`config.mk`:
```
export PLATFORM = sky130hd
export DESIGN_NAME = spi_operand_rx
export DESIGN_NICKNAME = d
export VERILOG_FILES = /design/src/rtl/spi_rx_pkg.sv /design/src/rtl/sync_edge.sv /design/src/rtl/spi_operand_rx.sv
export SDC_FILE = /design/constraint.sdc
export NUM_CORES = 1
export LEC_CHECK = 0
export ABC_CLOCK_PERIOD_IN_PS = 2000
export BUFFER_PORTS_ARGS = -buffer_cell sky130_fd_sc_hd__buf_2
export CAP_MARGIN = 10
export CORE_ASPECT_RATIO = 0.9
export CORE_MARGIN = 1.5
export CORE_UTILIZATION = 35
export CTS_CLUSTER_DIAMETER = 40
export DETAILED_ROUTE_END_ITERATION = 6
export PLACE_DENSITY = 0.53
export SLEW_MARGIN = 5
export SYNTH_ARGS = -nofsm -noshare
export SYNTH_HDL_FRONTEND = slang
export SYNTH_SLANG_ARGS = --single-unit
```
`constraint.sdc`:
```
create_clock -name SLCK -period 2 [get_ports SLCK]
set_input_delay 0.1 -clock SLCK [delete_from_list [all_inputs] [get_ports SLCK]]
set_output_delay 0.1 -clock SLCK [all_outputs]
set_load 0.02 [all_outputs]
```
`src/rtl/spi_rx_pkg.sv`:
```
// Shared constants and state encoding for the SPI operand receiver.
package spi_rx_pkg;
    localparam int unsigned DEF_FRAME_BITS = 10;
    localparam int unsigned OP_MSB         = 9;
    localparam int unsigned A_MSB          = 7;
    localparam int unsigned B_MSB          = 3;
    localparam int unsigned RESP_BITS      = 8;

    typedef enum logic [1:0] {
        IDLE,
        SHIFT,
        COMMIT
    } state_t;
endpackage

```
`src/rtl/sync_edge.sv`:
```
// Multi-flop synchroniser for an asynchronous pin, with rise/fall pulses
// derived from the synchronised level.
module sync_edge #(
    parameter int unsigned SYNC_STAGES = 2,
    parameter logic        RST_VAL     = 1'b0
) (
    input  logic clk,
    input  logic rst,
    input  logic din,
    output logic level,
    output logic rise,
    output logic fall
);
    logic [SYNC_STAGES-1:0] chain;
    logic                   prev;

    always_ff @(posedge clk or posedge rst) begin
        if (rst) begin
            chain <= {SYNC_STAGES{RST_VAL}};
            prev  <= RST_VAL;
        end else begin
            chain[0] <= din;
            for (int unsigned i = 1; i < SYNC_STAGES; i++) begin
                chain[i] <= chain[i-1];
            end
            prev <= chain[SYNC_STAGES-1];
        end
    end

    assign level = chain[SYNC_STAGES-1];
    assign rise  = level & ~prev;
    assign fall  = ~level & prev;
endmodule

```
`src/rtl/spi_operand_rx.sv`:
```
// Oversampled SPI mode-0 slave: receives op/A/B, commits them atomically at
// chip-select release and returns the previous ALU result and flags on MISO.
module spi_operand_rx
    import spi_rx_pkg::*;
#(
    parameter int unsigned FRAME_BITS  = DEF_FRAME_BITS,
    parameter int unsigned SYNC_STAGES = 2,
    parameter logic [3:0]  A_RST       = 4'b0001,
    parameter logic [3:0]  B_RST       = 4'b0011
) (
    input  logic       SLCK,
    input  logic       RST,
    input  logic       CS,
    input  logic       SCK,
    input  logic       MOSI,
    output logic       MISO,
    input  logic [3:0] result,
    input  logic       N,
    input  logic       V,
    input  logic       Z,
    input  logic       C,
    output logic [3:0] A,
    output logic [3:0] B,
    output logic [1:0] op,
    output logic       op_valid,
    output logic       frame_err
);
    localparam int unsigned     CW       = $clog2(FRAME_BITS + 2);
    localparam logic [CW-1:0]   CNT_FULL = CW'(FRAME_BITS);
    localparam logic [CW-1:0]   CNT_OVR  = CW'(FRAME_BITS + 1);

    logic sck_lvl, sck_rise, sck_fall;
    logic cs_lvl, cs_rise, cs_fall;
    logic mosi_lvl, mosi_rise, mosi_fall;
    logic unused;

    sync_edge #(.SYNC_STAGES(SYNC_STAGES), .RST_VAL(1'b0)) u_sck (
        .clk(SLCK), .rst(RST), .din(SCK),
        .level(sck_lvl), .rise(sck_rise), .fall(sck_fall)
    );
    sync_edge #(.SYNC_STAGES(SYNC_STAGES), .RST_VAL(1'b1)) u_cs (
        .clk(SLCK), .rst(RST), .din(CS),
        .level(cs_lvl), .rise(cs_rise), .fall(cs_fall)
    );
    sync_edge #(.SYNC_STAGES(SYNC_STAGES), .RST_VAL(1'b0)) u_mosi (
        .clk(SLCK), .rst(RST), .din(MOSI),
        .level(mosi_lvl), .rise(mosi_rise), .fall(mosi_fall)
    );

    assign unused = &{1'b0, sck_lvl, mosi_rise, mosi_fall};

    state_t                 state, state_nxt;
    logic [FRAME_BITS-1:0]  sr;
    logic [RESP_BITS-1:0]   resp;
    logic [CW-1:0]          cnt;
    logic                   cs_late;
    logic                   start;

    // A CS fall seen during COMMIT is remembered so IDLE can still start the frame.
    assign start = cs_fall | cs_late;

    always_ff @(posedge SLCK or posedge RST) begin
        if (RST) state <= IDLE;
        else     state <= state_nxt;
    end

    always_comb begin
        state_nxt = state;
        case (state)
            IDLE:    if (start)   state_nxt = SHIFT;
            SHIFT:   if (cs_rise) state_nxt = COMMIT;
            COMMIT:  state_nxt = IDLE;
            default: state_nxt = IDLE;
        endcase
    end

    always_ff @(posedge SLCK or posedge RST) begin
        if (RST) begin
            A         <= A_RST;
            B         <= B_RST;
            op        <= 2'b00;
            op_valid  <= 1'b0;
            frame_err <= 1'b0;
            sr        <= '0;
            resp      <= '0;
            cnt       <= '0;
            cs_late   <= 1'b0;
        end else begin
            op_valid  <= 1'b0;
            frame_err <= 1'b0;
            cs_late   <= 1'b0;
            case (state)
                IDLE: begin
                    if (start) begin
                        resp <= {result, N, V, Z, C};
                        sr   <= '0;
                        cnt  <= '0;
                    end
                end
                SHIFT: begin
                    if (sck_rise) begin
                        sr <= {sr[FRAME_BITS-2:0], mosi_lvl};
                        if (cnt != CNT_OVR) cnt <= cnt + 1'b1;
                    end
                    if (sck_fall) resp <= {resp[RESP_BITS-2:0], 1'b0};
                end
                COMMIT: begin
                    cs_late <= ~cs_lvl;
                    if (cnt == CNT_FULL) begin
                        op       <= sr[OP_MSB -: 2];
                        A        <= sr[A_MSB -: 4];
                        B        <= sr[B_MSB -: 4];
                        op_valid <= 1'b1;
                    end else begin
                        frame_err <= 1'b1;
                    end
                end
                default: ;
            endcase
        end
    end

    assign MISO = (state == SHIFT) & resp[RESP_BITS-1];
endmodule

```
==> impl_metrics.env, run 1 <==
export IMPL_top_layer_used="met4"
export IMPL_setup_viol=0
export IMPL_end_kind="flip-flop"
export IMPL_routedWlPerCell_um=12.9
export IMPL_path_class="flip-flop to flip-flop"
export IMPL_numCtsBuffers=5
export IMPL_track_usage=0.129
export IMPL_cp_slowest_stage_delay_ns=0.56
export IMPL_hpwl_um=2330
export IMPL_cts_tree="built"
export IMPL_ctsResizeCount=0
export IMPL_r2r_start="u_cs.prev"
export IMPL_wl_met2_um=1540
export IMPL_worstSkewPairLatency_ns=0.29
export IMPL_avgViaCountPerCell=4.60
export IMPL_n_fill_cell=514
export IMPL_wl_met3_um=156
export IMPL_grt_start_max_net_pins=19
export IMPL_synth_edff_count=0
export IMPL_drv_slew=0
export IMPL_startpoint="u_cs.prev"
export IMPL_start_kind="flip-flop"
export IMPL_tightest_slew_ns=0.505
export IMPL_critical_path_top_delay_family="flip-flops"
export IMPL_place_ws_ns=0.325
export IMPL_postSynthCellCount=146
export IMPL_async_reset_ff_frac=1.00
export IMPL_overflow=0
export IMPL_finalHoldViolations=0
export IMPL_grt_pass1_vias=1205
export IMPL_drv_cap=0
export IMPL_numPortBuffers=25
export IMPL_gp_congestion=0.710
export IMPL_cp_arrival_ns=1.85
export IMPL_p_leak_nw=1.08
export IMPL_start_util=0.369
export IMPL_dieArea_um2=6090
export IMPL_fin_nets=197
export IMPL_drc=0
export IMPL_min_delay_start="C"
export IMPL_wl_met1_um=1500
export IMPL_antenna_found_initial=0
export IMPL_path_buf_inv=0
export IMPL_yosysSeqAreaShare=0.575
export IMPL_slew_headroom=0.663
export IMPL_syn_nets=161
export IMPL_clockRootBuffer="clkbuf_8"
export IMPL_std_cell_rows=25
export IMPL_fin_crit_sh=0.832
export IMPL_clock_sinks=45
export IMPL_fp_dieH_um=74.2
export IMPL_ys_flop_type="dfrtp_1"
export IMPL_period_minus_slack_ns=1.66
export IMPL_rsz0062_at_grt="false"
export IMPL_drt_initial_drc_count=28
export IMPL_routed_wl_um=3230
export IMPL_cts_buffer_depth=2
export IMPL_crit_required_ns=2.18
export IMPL_ioPinCount=26
export IMPL_ant_nets=0
export IMPL_core_area_um2=5350
export IMPL_die_x_um=82.1
export IMPL_hp_class="input pin to flip-flop"
export IMPL_clkTransAtPathRegs_ns=0.08
export IMPL_powerDensity_nw_per_um2=1110
export IMPL_synthesis_area_um2=1970
export IMPL_vias=1151
export IMPL_synthDistinctLibCells=30
export IMPL_num_antenna_cells=0
export IMPL_crit_path_top_delay_cell="dfstp_2"
export IMPL_setup_tns_final_ns=0
export IMPL_fin_skew_ns=0.00824
export IMPL_layout_area_overhead_vs_synth_pct=16.7
export IMPL_drive_above_1_share=0.404
export IMPL_fin_ws_ns=0.335
export IMPL_fmax_ghz=0.601
export IMPL_cts_max_level=2
export IMPL_dr_pass1_iters=3
export IMPL_critPathMaxFanout=8
export IMPL_crit_chain="nand2b_4, a221oi_4, mux2_2"
export IMPL_grt_pass1_wl_um=5730
export IMPL_syn_area_per_cell_um2=13.5
export IMPL_yosysWarnings=0
export IMPL_power_total_w=0.00254
export IMPL_peakVddDrop_mv=0.419
export IMPL_synth_seq_cells=45
export IMPL_status="finished, final reports clean"
[report_power, final]
| group | internal [W] | switching [W] |
|---|---|---|
| Combinational | 0.000398 | 0.000366 |
| Sequential | 0.00109 | 0.000131 |
| Clock | 0.000282 | 0.000278 |
| Total | 0.00177 | 0.000775 |
[worst register-to-register path, stage by stage (launching register included)]
cell and delay [ns]:
dfstp_2 0.56, nand2b_4 0.09, a221oi_4 0.52, mux2_2 0.40
[routing by layer]
metal  global-route usage  up-vias
li1                     -      567
met1                0.164      559
met2                0.205       20
met3               0.0479        5
met4               0.0395        0
met5                    0        -
[Yosys cell counts (3+ instances only)]
library cell | count | share of area
dfrtp_1 | 39 | 0.49
mux2_2 | 24 | 0.14
inv_1 | 15 | 0.029
mux2i_1 | 11 | 0.056
nand2_1 | 11 | 0.021
dfstp_2 | 6 | 0.080
buf_6 | 4 | 0.023
nand2b_1 | 3 | 0.0095
nand3_1 | 3 | 0.0076
nor2b_1 | 3 | 0.0095
[layout make-up]
type	instances	area (um2)	area share
tap	67	83.8	0.0364
timing repair buffer	35	210	0.0914
multi-input combinational	80	727	0.316
sequential	45	1130	0.493
inverter	15	56.3	0.0245
clock buffer	8	90.1	0.0392
[timing repair]
item	CTS	global route
hold endpoints to repair	14	0
setup buffers	0	0
hold buffers	4	0
[logic make-up (layout without fill, tap and decap cells)]
group / count (synthesis) / in the layout / share of synthesized area
buffers and inverters: 21 / 58 / 0.0565
muxes: 35 / 35 / 0.193
adders and majority gates: 2 / 2 / 0.0127
and+or+nand+nor: 32 / 32 / 0.0996
AOI/OAI and AO/OA: 11 / 11 / 0.0635
DFF: 45 / 45 / 0.575
[worst paths after layout]
path                            endpoint  slack (ns)  cells past startpoint
setup / recovery                 resp[4]        0.34                      3
hold / removal                   resp[0]        0.06                      3
setup reg to reg                 resp[4]        0.34                      3
hold reg to reg            u_cs.chain[1]        0.36                      0
max in group asynchronous      u_cs.prev        1.10                      4
min in group asynchronous          sr[5]        0.29                      3
[layout by cell type (no fill, tap or decap), drive strengths merged]
master,instances
a21oi,2
a221oi,3
a22o,1
a22oi,1
a31oi,1
and2,2
and3b,1
and4bb,1
buf,31
clkbuf,8
clkinv,1
dfrtp,39
dfstp,6
dlygate4sd3,4
ha,2
inv,14
mux2,24
mux2i,11
nand2,11
nand2b,5
nand3,3
nand3b,1
nor2,3
nor2b,3
o21a,1
o221ai,2
or2b,1
or4,1
[sequential cells by signal, indices dropped and copies added, names as in the netlist]
register and cells:
B 4, op 2, cs_late 1, cnt 4
resp 8, u_sck.prev 1, state 2, u_mosi.chain 2
op_valid 1, u_sck.chain 2, frame_err 1, sr 10
u_cs.chain 2, A 4, u_cs.prev 1
[metrics by stage]
step           utilization  instance area [um2]  cells  hold slack (ns)
4_1_cts              0.430                 2300    250           0.0554
5_1_grt              0.430                 2300    250           0.0718
2_1_floorplan            -                 1970    146            0.104
6_report             0.430                 2300    250           0.0618
3_3_place_gp         0.406                 2170    238           0.0687
3_5_place_dp         0.406                 2170    238           0.0703
Power figures use the tool's default switching activity.
==> inputs of run 2 (changes only) <==
--- a/config.mk
+++ b/config.mk
@@ -5,7 +5,8 @@
 export SDC_FILE = /design/constraint.sdc
 export NUM_CORES = 1
 export LEC_CHECK = 0
-export ABC_CLOCK_PERIOD_IN_PS = 2000
+export ABC_AREA = 1
+export ABC_CLOCK_PERIOD_IN_PS = 1400
 export BUFFER_PORTS_ARGS = -buffer_cell sky130_fd_sc_hd__buf_2
 export CAP_MARGIN = 10
 export CORE_ASPECT_RATIO = 0.9
@@ -13,7 +14,7 @@
 export CORE_UTILIZATION = 35
 export CTS_CLUSTER_DIAMETER = 40
 export DETAILED_ROUTE_END_ITERATION = 6
-export PLACE_DENSITY = 0.53
+export PLACE_DENSITY = 0.55
 export SLEW_MARGIN = 5
 export SYNTH_ARGS = -nofsm -noshare
 export SYNTH_HDL_FRONTEND = slang
==> constraint.sdc (replaced) <==
create_clock -name SLCK -period 1.4 [get_ports SLCK]
set_input_delay 0.07 -clock SLCK [delete_from_list [all_inputs] [get_ports SLCK]]
set_output_delay 0.07 -clock SLCK [all_outputs]
set_load 0.02 [all_outputs]
==> run 2 against run 1 <==
Effect of this change:
- routed wire length increased by 6.3%
- via count grew 21%
- critical path depth up 4
- largest cell class unchanged
- largest power group unchanged
==> impl_metrics.env, run 2 <==
export IMPL_peakVddDrop_mv=0.755
export IMPL_crit_chain="inv_1, nand2_1, nand3_2, nand2_1, buf_8, nand2_1, o21ai_1"
export IMPL_synth_seq_cells=45
export IMPL_numCtsBuffers=5
export IMPL_fp_dieH_um=72.7
export IMPL_synth_area_leader_cell="dfrtp_1"
export IMPL_drive_above_1_share=0.216
export IMPL_setup_viol=0
export IMPL_grt_start_max_net_pins=46
export IMPL_grt_pass1_vias=1344
export IMPL_final_common_cell="nand2_1"
export IMPL_synth_edff_count=0
export IMPL_num_antenna_cells=0
export IMPL_seq_area_um2=1140
export IMPL_core_area_um2=5220
export IMPL_powerDensity_nw_per_um2=1650
export IMPL_syn_nets=235
export IMPL_fin_crit_sh=0.955
export IMPL_std_cell_rows=25
export IMPL_switchingPower_w=0.00141
export IMPL_fin_nets=269
export IMPL_drt_initial_drc_count=78
export IMPL_drv_cap=0
export IMPL_overflow=0
export IMPL_start_kind="flip-flop"
export IMPL_largest_reg_flops=10
export IMPL_status="finished, final reports clean"
export IMPL_top_register="sr"
export IMPL_grt_pass1_wl_um=6180
export IMPL_fmax_ghz=0.748
export IMPL_syn_area_per_cell_um2=8.58
export IMPL_start_util=0.361
export IMPL_clock_sinks=45
export IMPL_crit_required_ns=1.61
export IMPL_multi_input_area_um2=664
export IMPL_ant_nets=0
export IMPL_yosys_top_cells_area="dfrtp_1 (52%), nand2_1 (21%), dfstp_2 (8.4%), o21ai_1 (3.2%), o21ai_0 (2.9%)"
export IMPL_die_x_um=80.4
export IMPL_placedInstanceArea_um2=2100
export IMPL_vias=1398
export IMPL_synthesis_area_um2=1890
export IMPL_path_buf_inv=2
export IMPL_dieArea_um2=5840
export IMPL_period_minus_slack_ns=1.34
export IMPL_final_cell_area_um2=2240
export IMPL_fin_skew_ns=0.00970
export IMPL_finalHoldViolations=0
export IMPL_place_ws_ns=0.0371
export IMPL_p_leak_nw=1.20
export IMPL_yosysMostFrequentCell="nand2_1"
export IMPL_power_frac_seq=0.456
export IMPL_worstSkewPairLatency_ns=0.29
export IMPL_numPortBuffers=25
export IMPL_layout_area_overhead_vs_synth_pct=19.0
export IMPL_synth_common_cells="nand2_1 (107), dfrtp_1 (39), nor2_1 (12), o21ai_1 (12), o21ai_0 (11)"
export IMPL_crit_top_cell="nand2_1"
export IMPL_cp_arrival_ns=1.54
export IMPL_path_class="flip-flop to flip-flop"
export IMPL_critPathMaxFanout=20
export IMPL_power_total_w=0.00370
export IMPL_final_cell_mix="nand2_1 (107), dfrtp_1 (37), buf_2 (25)"
export IMPL_crit_path_top_delay_cell="dfstp_2"
export IMPL_routedWlPerCell_um=10.7
export IMPL_clkPwrFrac=0.207
export IMPL_largestRegisters="sr: 10 flops, resp: 8 flops"
export IMPL_cp_slowest_stage_delay_ns=0.54
export IMPL_critical_path_top_delay_family="flip-flops"
export IMPL_track_usage=0.140
export IMPL_hpwl_um=2230
export IMPL_ys_flop_type="dfrtp_1"
export IMPL_fin_ws_ns=0.0631
export IMPL_antenna_found_initial=0
export IMPL_dr_pass1_iters=4
export IMPL_slew_headroom=0.824
export IMPL_hp_class="input pin to flip-flop"
export IMPL_p_int_w=0.00229
export IMPL_gp_congestion=0.749
export IMPL_setup_tns_final_ns=0
export IMPL_clkTransAtPathRegs_ns=0.08
export IMPL_rsz0062_at_grt="true"
export IMPL_ioPinCount=26
export IMPL_cts_buffer_depth=2
export IMPL_yosysSeqAreaShare=0.601
export IMPL_clockRootBuffer="clkbuf_8"
export IMPL_synthDistinctLibCells=19
export IMPL_drv_slew=0
export IMPL_yosysTopAreaCellShare=0.517
export IMPL_drc=0
export IMPL_avgViaCountPerCell=4.34
export IMPL_end_kind="flip-flop"
export IMPL_async_reset_ff_frac=1.00
export IMPL_yosysWarnings=0
export IMPL_postSynthCellCount=220
export IMPL_tightest_slew_ns=0.263
export IMPL_n_fill_cell=508
export IMPL_final_util=0.430
export IMPL_cts_tree="built"
export IMPL_cts_max_level=2
export IMPL_pwr_share_comb=0.337
export IMPL_routed_wl_um=3440
export IMPL_sw_frac_of_total=0.381
[run 2: changes by cell type after synthesis, moves of 10 or more]
cell / previous run / this run
nand2_1: 11 / 107
o21ai_1: 0 / 12
nor2_1: 2 / 12
mux2_2: 24 / 0
mux2i_1: 11 / 0
o21ai_0: 0 / 11
[run 2: power by group through the flow]
stage / Sequential (W) / Clock (W) / Combinational, W
after global placement: 0.00170 / 0 / 0.00119
after detailed placement: 0.00170 / 0 / 0.00120
final: 0.00169 / 0.000767 / 0.00125
after global routing: 0.00172 / 0.000856 / 0.00147
after floorplan: 0.00168 / 0 / 0.000952
after CTS: 0.00168 / 0.000801 / 0.00122
[run 2: timing repair]
action / CTS / global route
endpoints found under the hold margin: 42 / 0
hold buffers: 4 / 0
setup buffers: 0 / 0
setup endpoints to repair: 1 / 23
gates resized for setup: 2 / 4
pin swaps: 0 / 0
[run 2: through the flow]
step | instances | hold WS [ns]
2_1_floorplan | 220 | 0.0745
3_3_place_gp | 310 | 0.129
3_5_place_dp | 310 | 0.130
4_1_cts | 322 | 0.0404
5_1_grt | 322 | 0.0634
6_report | 322 | 0.0533
[run 2: final timing paths]
path	start	to	slack, ns	cells past startpoint
worst min-delay path	C	resp[0]	0.05	3
min in group asynchronous	RST	A[1]	0.34	4
max in group asynchronous	RST	B[1]	0.78	4
worst max-delay path	u_cs.chain[1]	sr[4]	0.06	7
worst max register to register	u_cs.chain[1]	sr[4]	0.06	7
worst min register to register	u_mosi.chain[0]	u_mosi.chain[1]	0.35	0
[run 2: worst reg2reg max path: stages, from the launching register on]
cell,delay (ns)
dfstp_2,0.54
inv_1,0.06
nand2_1,0.06
nand3_2,0.11
nand2_1,0.16
buf_8,0.18
nand2_1,0.06
o21ai_1,0.09
[run 2: cell families (layout without fill, tap and decap cells)]
kind of cell             after synthesis  count (layout)  synth area share
flip-flops                            45              45             0.601
buffers and inverters                 20              55            0.0497
AO/OA/AOI/OAI                         24              24            0.0657
XOR/XNOR                               1               1           0.00464
AND/OR/NAND/NOR                      128             128             0.266
adder cells (fa/ha/maj)                2               2            0.0133
[run 2: cell type report]
| type | instances | area share |
|---|---|---|
| well taps | 67 | 0.0373 |
| clock buffers | 6 | 0.0323 |
| inverters | 12 | 0.0212 |
| multi-input cells | 155 | 0.296 |
| repair buffers | 35 | 0.103 |
| flip-flops and latches | 45 | 0.506 |
| clock inverters | 2 | 0.00446 |
[run 2: routing by layer]
layer / GRT usage / part of all wire / wire (um)
met1: 0.186 / 0.52 / 1790
met2: 0.209 / 0.43 / 1470
met3: 0.0513 / 0.042 / 144
met4: 0.0536 / 0.0096 / 33
met5: 0 / 0 / 0
==> inputs of run 3 (changes only) <==
--- a/config.mk
+++ b/config.mk
@@ -7,7 +7,7 @@
 export LEC_CHECK = 0
 export ABC_AREA = 1
 export ABC_CLOCK_PERIOD_IN_PS = 1400
-export BUFFER_PORTS_ARGS = -buffer_cell sky130_fd_sc_hd__buf_2
+export BUFFER_PORTS_ARGS = -buffer_cell sky130_fd_sc_hd__clkbuf_2
 export CAP_MARGIN = 10
 export CORE_ASPECT_RATIO = 0.9
 export CORE_MARGIN = 1.5
==> run 3 against run 2 <==
Effect of this change:
- final cell count up 0.31%
- combinational power about the same
- worst setup slack better by 0.016 ns
- largest power group unchanged
- largest cell class unchanged
- sequential power about the same
==> impl_metrics.env, run 3 (synthesis results as in run 2) <==
export IMPL_status="finished, final reports clean"
export IMPL_sw_frac_of_total=0.354
export IMPL_overflow=0
export IMPL_start_kind="flip-flop"
export IMPL_drv_cap=0
export IMPL_gp_congestion=0.771
export IMPL_powerDensity_nw_per_um2=1730
export IMPL_largest_reg_flops=10
export IMPL_cp_arrival_ns=1.53
export IMPL_avgViaCountPerCell=4.35
export IMPL_std_cell_rows=25
export IMPL_fin_nets=270
export IMPL_pwr_share_comb=0.322
export IMPL_clock_sinks=45
export IMPL_place_ws_ns=0.0576
export IMPL_core_area_um2=5220
export IMPL_drt_initial_drc_count=75
export IMPL_track_usage=0.131
export IMPL_vias=1404
export IMPL_ioPinCount=26
export IMPL_final_cell_mix="nand2_1 (107), dfrtp_1 (38), clkbuf_2 (24)"
export IMPL_fin_skew_ns=0.00657
export IMPL_clkTransAtPathRegs_ns=0.08
export IMPL_hpwl_um=2240
export IMPL_p_int_w=0.00255
export IMPL_final_common_cell="nand2_1"
export IMPL_routedWlPerCell_um=10.3
export IMPL_drive_above_1_share=0.215
export IMPL_switchingPower_w=0.00140
export IMPL_start_util=0.361
export IMPL_antenna_found_initial=0
export IMPL_cts_buffer_depth=2
export IMPL_cts_tree="built"
export IMPL_fmax_ghz=0.757
export IMPL_top_register="sr"
export IMPL_fp_dieH_um=72.7
export IMPL_dieArea_um2=5840
export IMPL_drv_slew=0
export IMPL_num_antenna_cells=0
export IMPL_power_total_w=0.00395
export IMPL_period_minus_slack_ns=1.32
export IMPL_grt_pass1_wl_um=5800
export IMPL_r2r_slack_ns=0.08
export IMPL_dr_pass1_iters=4
export IMPL_drc=0
export IMPL_crit_required_ns=1.61
export IMPL_largestRegisters="sr: 10 flops, resp: 8 flops"
export IMPL_numCtsBuffers=5
export IMPL_grt_pass1_vias=1310
export IMPL_fin_crit_sh=0.944
export IMPL_hp_class="input pin to flip-flop"
export IMPL_finalHoldViolations=0
export IMPL_grt_start_max_net_pins=46
export IMPL_clockRootBuffer="clkbuf_8"
export IMPL_critPathMaxFanout=20
export IMPL_layout_area_overhead_vs_synth_pct=21.2
export IMPL_final_cell_area_um2=2290
export IMPL_setup_tns_final_ns=0
export IMPL_numPortBuffers=25
export IMPL_p_leak_nw=1.21
export IMPL_fin_ws_ns=0.0788
export IMPL_setup_viol=0
export IMPL_die_x_um=80.4
export IMPL_end_kind="flip-flop"
export IMPL_routed_wl_um=3310
export IMPL_cts_max_level=2
export IMPL_slew_headroom=0.838
export IMPL_power_frac_seq=0.427
export IMPL_placedInstanceArea_um2=2100
export IMPL_final_util=0.438
export IMPL_worstSkewPairLatency_ns=0.29
export IMPL_ant_nets=0
export IMPL_peakVddDrop_mv=0.737
export IMPL_rsz0062_at_grt="true"
export IMPL_tightest_slew_ns=0.242
export IMPL_path_class="flip-flop to flip-flop"
export IMPL_clkPwrFrac=0.251
[run 3: per-stage QoR]
step                      hold WS (ns)  cells
final                           0.0291    323
after global routing            0.0765    323
after CTS                       0.0296    322
after detailed placement         0.112    310
after global placement           0.108    310
after floorplan                 0.0745    220
[run 3: layout make-up]
cell class / instances / area [um2]
Fill cell: 500 / 2940
Sequential cell: 45 / 1130
Multi-Input combinational cell: 155 / 664
Timing Repair Buffer: 36 / 240
Clock buffer: 7 / 86.3
Tap cell: 67 / 83.8
Inverter: 12 / 47.5
Clock inverter: 1 / 30.0
[run 3: worst paths after layout]
check                                 from         endpoint  depth (start not counted)
min                                      C          resp[0]                          3
max reg2reg                  u_cs.chain[1]            sr[5]                          7
max                          u_cs.chain[1]            sr[5]                          7
min in group asynchronous              RST          resp[3]                          4
max in group asynchronous              RST             B[0]                          4
min reg2reg                u_mosi.chain[0]  u_mosi.chain[1]                          0
[run 3: critical path, cell delays in order, from the launching register on]
cell and delay (ns):
dfstp_2 0.54, inv_1 0.05, nand2_1 0.06, nand3_2 0.10, nand2_1 0.16, buf_8 0.17, nand2_1 0.06, o21ai_1 0.08
[run 3: what timing repair did]
item                                   4_1_cts  5_1_grt
setup endpoints to repair                    1       24
endpoints found under the hold margin       42        0
resized for setup                            2        7
hold buffers                                 4        0
pin swaps                                    0        1
buffers inserted                             0        1
[run 3: per-layer routing]
layer | track usage | vias up | share of wire
met5 | 0 | - | 0
met4 | 0.0556 | 0 | 0.014
met3 | 0.0425 | 5 | 0.043
met2 | 0.197 | 24 | 0.44
met1 | 0.174 | 626 | 0.50
li1 | - | 749 | -
[run 3: power by group through the flow]
stage	Combinational [W]	Clock [W]	Sequential [W]
floorplan	0.000952	0	0.00168
global placement	0.00118	0	0.00171
detailed placement	0.00120	0	0.00170
CTS	0.00122	0.00103	0.00168
global route	0.00149	0.00108	0.00172
finish	0.00127	0.000991	0.00168
